## src/rtl/trg_out_ctrl_mc.sv

```systemverilog
// Multi-source trigger output controller: edge-qualified trigger acceptance, programmable pulse/check
// width, dead time, busy flag and saturating lost-trigger count. TRG_SRC_TAG_EN builds the source tag register.
module trg_out_ctrl_mc #(
   parameter int N_SRC           = 3,
   parameter int TRG_PULSE_WIDTH = 20,
   parameter int CHK_PULSE_WIDTH = 50,
   parameter int CHK_SHIFT       = 12,
   parameter int DT_W            = 8
) (
   input  logic             clk_in,
   input  logic             rst_in,
   input  logic [N_SRC-1:0] trg_src_in,
   input  logic [N_SRC-1:0] trg_mask_in,
   input  logic             trg_enb_in,
   input  logic [DT_W-1:0]  trg_dead_time_in,
   input  logic [15:0]      eff_trg_cnt_in,
   output logic             eff_trg_out,
   output logic             trg_out_N,
   output logic             daq_busy_out,
   output logic [15:0]      lost_trg_cnt_out,
   output logic [N_SRC-1:0] trg_src_out
);

   localparam int PW_MAX = (CHK_PULSE_WIDTH > TRG_PULSE_WIDTH) ? CHK_PULSE_WIDTH : TRG_PULSE_WIDTH;
   localparam int PW_W   = $clog2(PW_MAX + 1);
   localparam logic [15:0] CHK_MASK = 16'((32'd1 << CHK_SHIFT) - 32'd1);

   typedef enum logic [1:0] {
      ST_IDLE  = 2'd0,
      ST_PULSE = 2'd1,
      ST_DEAD  = 2'd2
   } state_t;

   state_t            state_q, state_d;
   logic [N_SRC-1:0]  prev_q, prev_d;
   logic [PW_W-1:0]   pw_cnt_q, pw_cnt_d;
   logic [DT_W-1:0]   dt_cnt_q, dt_cnt_d;
   logic [15:0]       lost_q, lost_d;
   logic              eff_q, eff_d;
   logic              trg_n_q, trg_n_d;
   logic              busy_q, busy_d;

   logic [N_SRC-1:0]  qual_s;
   logic              any_qual_s;
   logic              chk_s;
   logic              accept_s;

   // Edge qualification and check-trigger detection
   always_comb begin
      qual_s     = trg_src_in & ~prev_q & trg_mask_in & {N_SRC{trg_enb_in}};
      any_qual_s = |qual_s;
      chk_s      = ((eff_trg_cnt_in & CHK_MASK) == CHK_MASK);
      prev_d     = trg_src_in;
   end

   // Next-state, counters and registered-output values
   always_comb begin
      state_d  = state_q;
      pw_cnt_d = pw_cnt_q;
      dt_cnt_d = dt_cnt_q;
      accept_s = 1'b0;
      case (state_q)
         ST_IDLE: begin
            if (any_qual_s) begin
               accept_s = 1'b1;
               state_d  = ST_PULSE;
               pw_cnt_d = chk_s ? PW_W'(CHK_PULSE_WIDTH) : PW_W'(TRG_PULSE_WIDTH);
            end else begin
               state_d = ST_IDLE;
            end
         end
         ST_PULSE: begin
            if (pw_cnt_q <= PW_W'(1)) begin
               if (trg_dead_time_in == {DT_W{1'b0}}) begin
                  state_d = ST_IDLE;
               end else begin
                  state_d  = ST_DEAD;
                  dt_cnt_d = trg_dead_time_in;
               end
            end else begin
               pw_cnt_d = pw_cnt_q - PW_W'(1);
            end
         end
         ST_DEAD: begin
            if (dt_cnt_q <= DT_W'(1)) begin
               state_d = ST_IDLE;
            end else begin
               dt_cnt_d = dt_cnt_q - DT_W'(1);
            end
         end
         default: begin
            state_d = ST_IDLE;
         end
      endcase

      // Edges arriving while busy are lost; the count saturates rather than wraps
      if ((state_q != ST_IDLE) && any_qual_s && (lost_q != 16'hFFFF)) begin
         lost_d = lost_q + 16'd1;
      end else begin
         lost_d = lost_q;
      end

      eff_d   = accept_s;
      trg_n_d = (state_d != ST_PULSE);
      busy_d  = (state_d != ST_IDLE);
   end

   // State and output registers
   always_ff @(posedge clk_in) begin
      if (rst_in) begin
         state_q  <= ST_IDLE;
         prev_q   <= {N_SRC{1'b1}};
         pw_cnt_q <= {PW_W{1'b0}};
         dt_cnt_q <= {DT_W{1'b0}};
         lost_q   <= 16'h0000;
         eff_q    <= 1'b0;
         trg_n_q  <= 1'b1;
         busy_q   <= 1'b0;
      end else begin
         state_q  <= state_d;
         prev_q   <= prev_d;
         pw_cnt_q <= pw_cnt_d;
         dt_cnt_q <= dt_cnt_d;
         lost_q   <= lost_d;
         eff_q    <= eff_d;
         trg_n_q  <= trg_n_d;
         busy_q   <= busy_d;
      end
   end

   assign eff_trg_out      = eff_q;
   assign trg_out_N        = trg_n_q;
   assign daq_busy_out     = busy_q;
   assign lost_trg_cnt_out = lost_q;

`ifdef TRG_SRC_TAG_EN
   logic [N_SRC-1:0] src_q, src_d;

   // Hold the bitmap of the last accepted trigger
   always_comb begin
      if (accept_s) begin
         src_d = qual_s;
      end else begin
         src_d = src_q;
      end
   end

   // Source tag register
   always_ff @(posedge clk_in) begin
      if (rst_in) begin
         src_q <= {N_SRC{1'b0}};
      end else begin
         src_q <= src_d;
      end
   end

   assign trg_src_out = src_q;
`else
   assign trg_src_out = {N_SRC{1'b0}};
`endif

endmodule

```

## config.mk

```make
export PLATFORM = sky130hd
export DESIGN_NAME = trg_out_ctrl_mc
export DESIGN_NICKNAME = d
export VERILOG_FILES = /design/src/rtl/trg_out_ctrl_mc.sv
export SDC_FILE = /design/constraint.sdc
export NUM_CORES = 1
export LEC_CHECK = 0
export ABC_AREA = 0
export CORE_MARGIN = 2
export CORE_UTILIZATION = 50
export CTS_BUF_LIST = sky130_fd_sc_hd__clkbuf_8
export DETAILED_ROUTE_END_ITERATION = 12
export GPL_TIMING_DRIVEN = 0
export PLACE_DENSITY = 0.82
export SLEW_MARGIN = 0
export SYNTH_ARGS = -nofsm -noshare
export SYNTH_HDL_FRONTEND = slang
export SYNTH_SLANG_ARGS = --single-unit
```

## constraint.sdc

```tcl
create_clock -name clk_in -period 2.9 [get_ports clk_in]
set_input_delay 0.58 -clock clk_in [delete_from_list [all_inputs] [get_ports clk_in]]
set_output_delay 0.58 -clock clk_in [all_outputs]
set_load 0.02 [all_outputs]
```

# After elaboration in Yosys (flattened, before gate mapping)
# Cells that the tools add are included.
# op_classes
eq_ne	10
n_bitwise	5
muxes	14
reduce_logical	12
n_addsub	3
magnitude_cmp	2
# op_table
op	count
two-way mux 8 bit	3
two-way mux 6 bit	3
adder 16 x 1 -> 16 bit (second input constant)	1
!= test 16 bit (second input constant)	1
case mux 8 bit (2 select lines)	1
== test 12 bit (second input constant)	1
case mux 6 bit (2 select lines)	1
!= test 2 bit (second input constant)	5
AND 3 bit	3
<= comparator 8 x 1 -> 1 bit (second input constant)	1
logical NOT 8 bit	1
nonzero test 2 bit	4
subtractor 8 x 1 -> 8 bit (second input constant)	1
<= comparator 6 x 1 -> 1 bit (second input constant)	1
two-way mux 2 bit	3
case mux 2 bit (3 select lines)	1
subtractor 6 x 1 -> 6 bit (second input constant)	1
AND reduction 4 bit	1
inverter 3 bit	1
AND reduction 3 bit	1
OR reduction 3 bit	1
== test 2 x 1 -> 1 bit (second input constant)	1
== test 2 bit (second input constant)	1
logical AND 1 bit	2
other kinds (5)	6
# totals
elab_cells	54
register_bits	38
inputBits	33

# Longest topological paths before layout
# depth
ltp_word	8
depth_mapped	8
mapped_depth_nobuf	7

# Least setup slack after synthesis
# No wires, ideal clock.
# synth_path
path_type	reg-to-reg
startpoint	reg pw_cnt_q[0]
endpoint	reg pw_cnt_q[3]
stages_incl_launch_ff	8
arrival_ns	1.899
n_path_buf	0
synth_period_minus_slack_ns	2.022
slack_ns	0.878
setup_ns	0.123
path_cell_list	dfxtp_1 > inv_1 > ha_1 > nor2_4 > nor2_4 > a211o_1 > or4_1 > mux2_1
# synth_via
elab_chain_cells	3
# synth_lines
item	line_no	rtl
start, declared	36	logic [PW_W-1:0] pw_cnt_q, pw_cnt_d;
start signal, assigned	113	pw_cnt_q <= {PW_W{1'b0}};
start signal, assigned	122	pw_cnt_q <= pw_cnt_d;
subtractor 6 x 1 -> 6 bit or <= comparator 6 x 1 -> 1 bit (tied branches)	81, 73	
two-way mux 6 bit or != test 2 bit (tied branches)	--	
case mux 6 bit (2 select lines) or AND reduction 3 bit (tied branches)	--	
# Parallel ways exist; a longest one is shown, timed or not. The select of a mux whose other input is x is not followed.
# A chain may end at the register's enable or synchronous reset.

# Worst setup path in the final report
# layout_path
startpoint	in trg_enb_in
endpoint	reg pw_cnt_q[3]
# layout_via
elab_chain_cells	4
# layout_lines
item	line_no	rtl
start, declared	14	input logic trg_enb_in,
AND 3 bit	50	qual_s = trg_src_in & ~prev_q & trg_mask_in & {N_SRC{trg_enb_in}};
OR reduction 3 bit	51	any_qual_s = |qual_s;
!= test 2 bit (no line)	--	
AND reduction 3 bit (no line)	--	
# No other way between the ends.

==> run_results.csv <==
group,metric,value,unit
floorplanning,num_io_pins,55,
global_routing,top_usage_layer,"met2",
placed_design,place_congestion,0.8386,
clocking,cts-resized-gates,0,
power,p_leak,0.9447,nW
route,first_pass_iters,4,
placed_design,pre_cts_ws,0.2763,ns
global_routing,met3_usage,5.357,%
global_routing,grtUsageTotal,22.70,%
critical_path,crit_start,"trg_enb_in",
floorplanning,die_h,68.53,um
finish,layout_commonest_cell,"clkdlybuf4s50_1",
power,irDropWorstVdd,0.3727,mV
synthesis,ys_async_sr_fraction,0,%
route,via_per_inst,5.663,
synthesis,ys_ff_latch,38,
critical_path,rr_startpoint,"pw_cnt_q[0]",
critical_path,r2r_slack,0.67,ns
global_routing,use_met1,29.41,%
clocking,clk_latency,0.30,ns
finish,insertedDiodeCount,0,
clocking,cts_buffer_depth,2,
sta,tns,0,ns
synthesis,syn_area,2082,um2
critical_path,crit_path_end_kind,"flop",
route,routedWlPerCell,13.75,um
global_routing,grt_max_degree,14,
sta,max_freq,426.8,MHz
floorplanning,die-area,4696,um2
sta,rsz0062_at_grt,"false",
route,routed_wl,4813,um
sta,fin_ws,0.5570,ns
finish,final_cell_mix,"47 x clkdlybuf4s50_1, 38 x dfxtp_1, 31 x nor2_1",
clocking,clk_pin_slew,0.08,ns
sta,min_period,2.343,ns
clocking,post_cts_buffers,0,
finish,fillers,340,
sta,slew_headroom,47.35,%
sta,hold_slack,0.5079,ns
route,vias,1982,
global_routing,grt_overflow,0,
synthesis,syn_area_per_cell,8.568,um2
sta,fin_crit_sh,80.79,%
sta,fin_skew,0.006271,ns
sta,finalHoldViolCount,0,
finish,syn_to_final_growth,32.57,%
critical_path,path_max_fanout,7,
clocking,cts.sinks,38,
sta,setup_viol,0,
global_routing,grt_pass1_vias,1797,
placed_design,hpwl,3472,um
critical_path,cp_slowest_cell,"clkdlybuf4s50_1",
floorplanning,core,4000,um2
placed_design,numPortBuffers,47,
global_routing,antenna_found_initial,0,
route,drt_iter0_drc,121,
clocking,cts_root_buf,"clkbuf_8",
clocking,cts_tree,"yes",
synthesis,ys.flop_type,"dfxtp_1",
synthesis,syn_inst,243,
sta,tightest_slew,0.7826,ns
critical_path,crit_chain,"clkdlybuf4s50_1 > and4b_1 > nor4_1 > a211o_1 > or4_1 > mux2_1",
critical_path,r2r_cells,7,
critical_path,critPathKind,"primary input to flop",
critical_path,crit_end,"pw_cnt_q[3]",
global_routing,grtUsageMet2,37.02,%
floorplanning,die_width,68.53,um
critical_path,reg2reg_to,"pw_cnt_q[3]",
route,drc_errors,0,
critical_path,cp.required,3.09,ns
finish,layout.nets,337,
run,maxCapViolations,0,
clocking,hold_buffers,0,
clocking,htree_levels,2,
synthesis,ys_seq_area_share,36.54,%
synthesis,yosysWarnings,0,
run_status,status,"completed",
clocking,numCtsBuffers,5,
floorplanning,rows,23,
floorplanning,initial_utilization,52.05,%
global_routing,grt_pass1_wl,8010,um
critical_path,cp-start-kind,"primary input",
worst_hold_path,hold_path_class,"flop to flop",
synthesis,synth_cell_types,53,
critical_path,cp.arrival,2.53,ns
route,ant_nets,0,
sta,slew_viol_final,0,
power,powerDensity,469.2,nW/um2
synthesis,synth_edf_count,0,
finish,drive_gt1_share,9.667,%
critical_path,max_stage_delay,0.49,ns
-- sequential cells by signal, summed over array words and instances (netlist names) --
| name | count |
|---|---|
| daq_busy_out | 1 |
| dt_cnt_q | 8 |
| eff_trg_out | 1 |
| lost_trg_cnt_out | 16 |
| prev_q | 3 |
| pw_cnt_q | 6 |
| state_q | 2 |
| trg_out_N | 1 |
-- cell usage after synthesis (all sizes together) (7+ instances only) --
| cell | n | area, um2 |
|---|---|---|
| a21oi | 19 | 95.09 |
| clkbuf | 7 | 26.28 |
| dfxtp | 38 | 760.7 |
| inv | 8 | 30.03 |
| nand2 | 7 | 26.28 |
| nand4 | 8 | 50.05 |
| nor2 | 33 | 138.9 |
| nor3 | 11 | 55.05 |
| o21ai | 12 | 60.05 |
| or2 | 7 | 43.79 |
| xnor2 | 8 | 70.07 |
-- power breakdown --
part	internal, W	switching (W)	leakage, nW
registers	0.000540	0.0000156	0.308
clock network	0.000345	0.000201	0.0683
logic	0.0000928	0.000102	0.568
-- worst max-delay path, delay by kind of cell --
kind / cells / cell delay, ns
mux: 1 / 0.33
buf+inv: 1 / 0.49
compound gates: 1 / 0.37
simple gates: 3 / 0.76
-- per-layer routing --
layer  share of wire (%)  wire length, um
met1                  47             2245
met2                  47             2257
met3                 4.8              229
met4                 1.6               79
met5                   0                0
-- logic make-up after synthesis --
| kind of cell | synth area share (%) |
|---|---|
| flops | 36.54 |
| mux | 2.584 |
| xor+xnor | 3.786 |
| buf+inv | 4.507 |
| fa+ha+maj | 3.005 |
| simple gates | 27.88 |
| compound gates | 21.52 |
| other cells | 0.1801 |
-- worst min path at each step --
stage | from | to | slack (ns) | depth (start not counted)
after detailed placement | dt_cnt_q[7] | dt_cnt_q[7] | 0.49 | 2
after global routing | dt_cnt_q[6] | dt_cnt_q[6] | 0.55 | 2
after floorplan | dt_cnt_q[6] | dt_cnt_q[6] | 0.46 | 2
final | dt_cnt_q[7] | dt_cnt_q[7] | 0.51 | 2
after CTS | dt_cnt_q[7] | dt_cnt_q[7] | 0.50 | 2
after global placement | dt_cnt_q[6] | dt_cnt_q[6] | 0.48 | 2
-- cell type report --
class | instances | area, um2 | area share (%)
clock inverters | 3 | 68.82 | 2.493
clock buffers | 5 | 68.82 | 2.493
inverters | 8 | 30.03 | 1.088
plain buffers | 13 | 63.81 | 2.312
repair buffers | 47 | 470.5 | 17.04
flip-flops and latches | 38 | 760.7 | 27.56
multi-input cells | 186 | 1235 | 44.74
well taps | 50 | 62.56 | 2.267
-- stage by stage --
step	cell area [um2]	instances	util (%)	power, W
global route	2760	350	69.00	0.001340
detailed placement	2623	342	65.56	0.0007586
finish	2760	350	69.00	0.001295
CTS	2760	350	69.00	0.001304
global placement	2623	342	65.56	0.0007556
floorplan	2090	245	-	0.0006842
No activity file was read; power rests on OpenSTA's default activity.
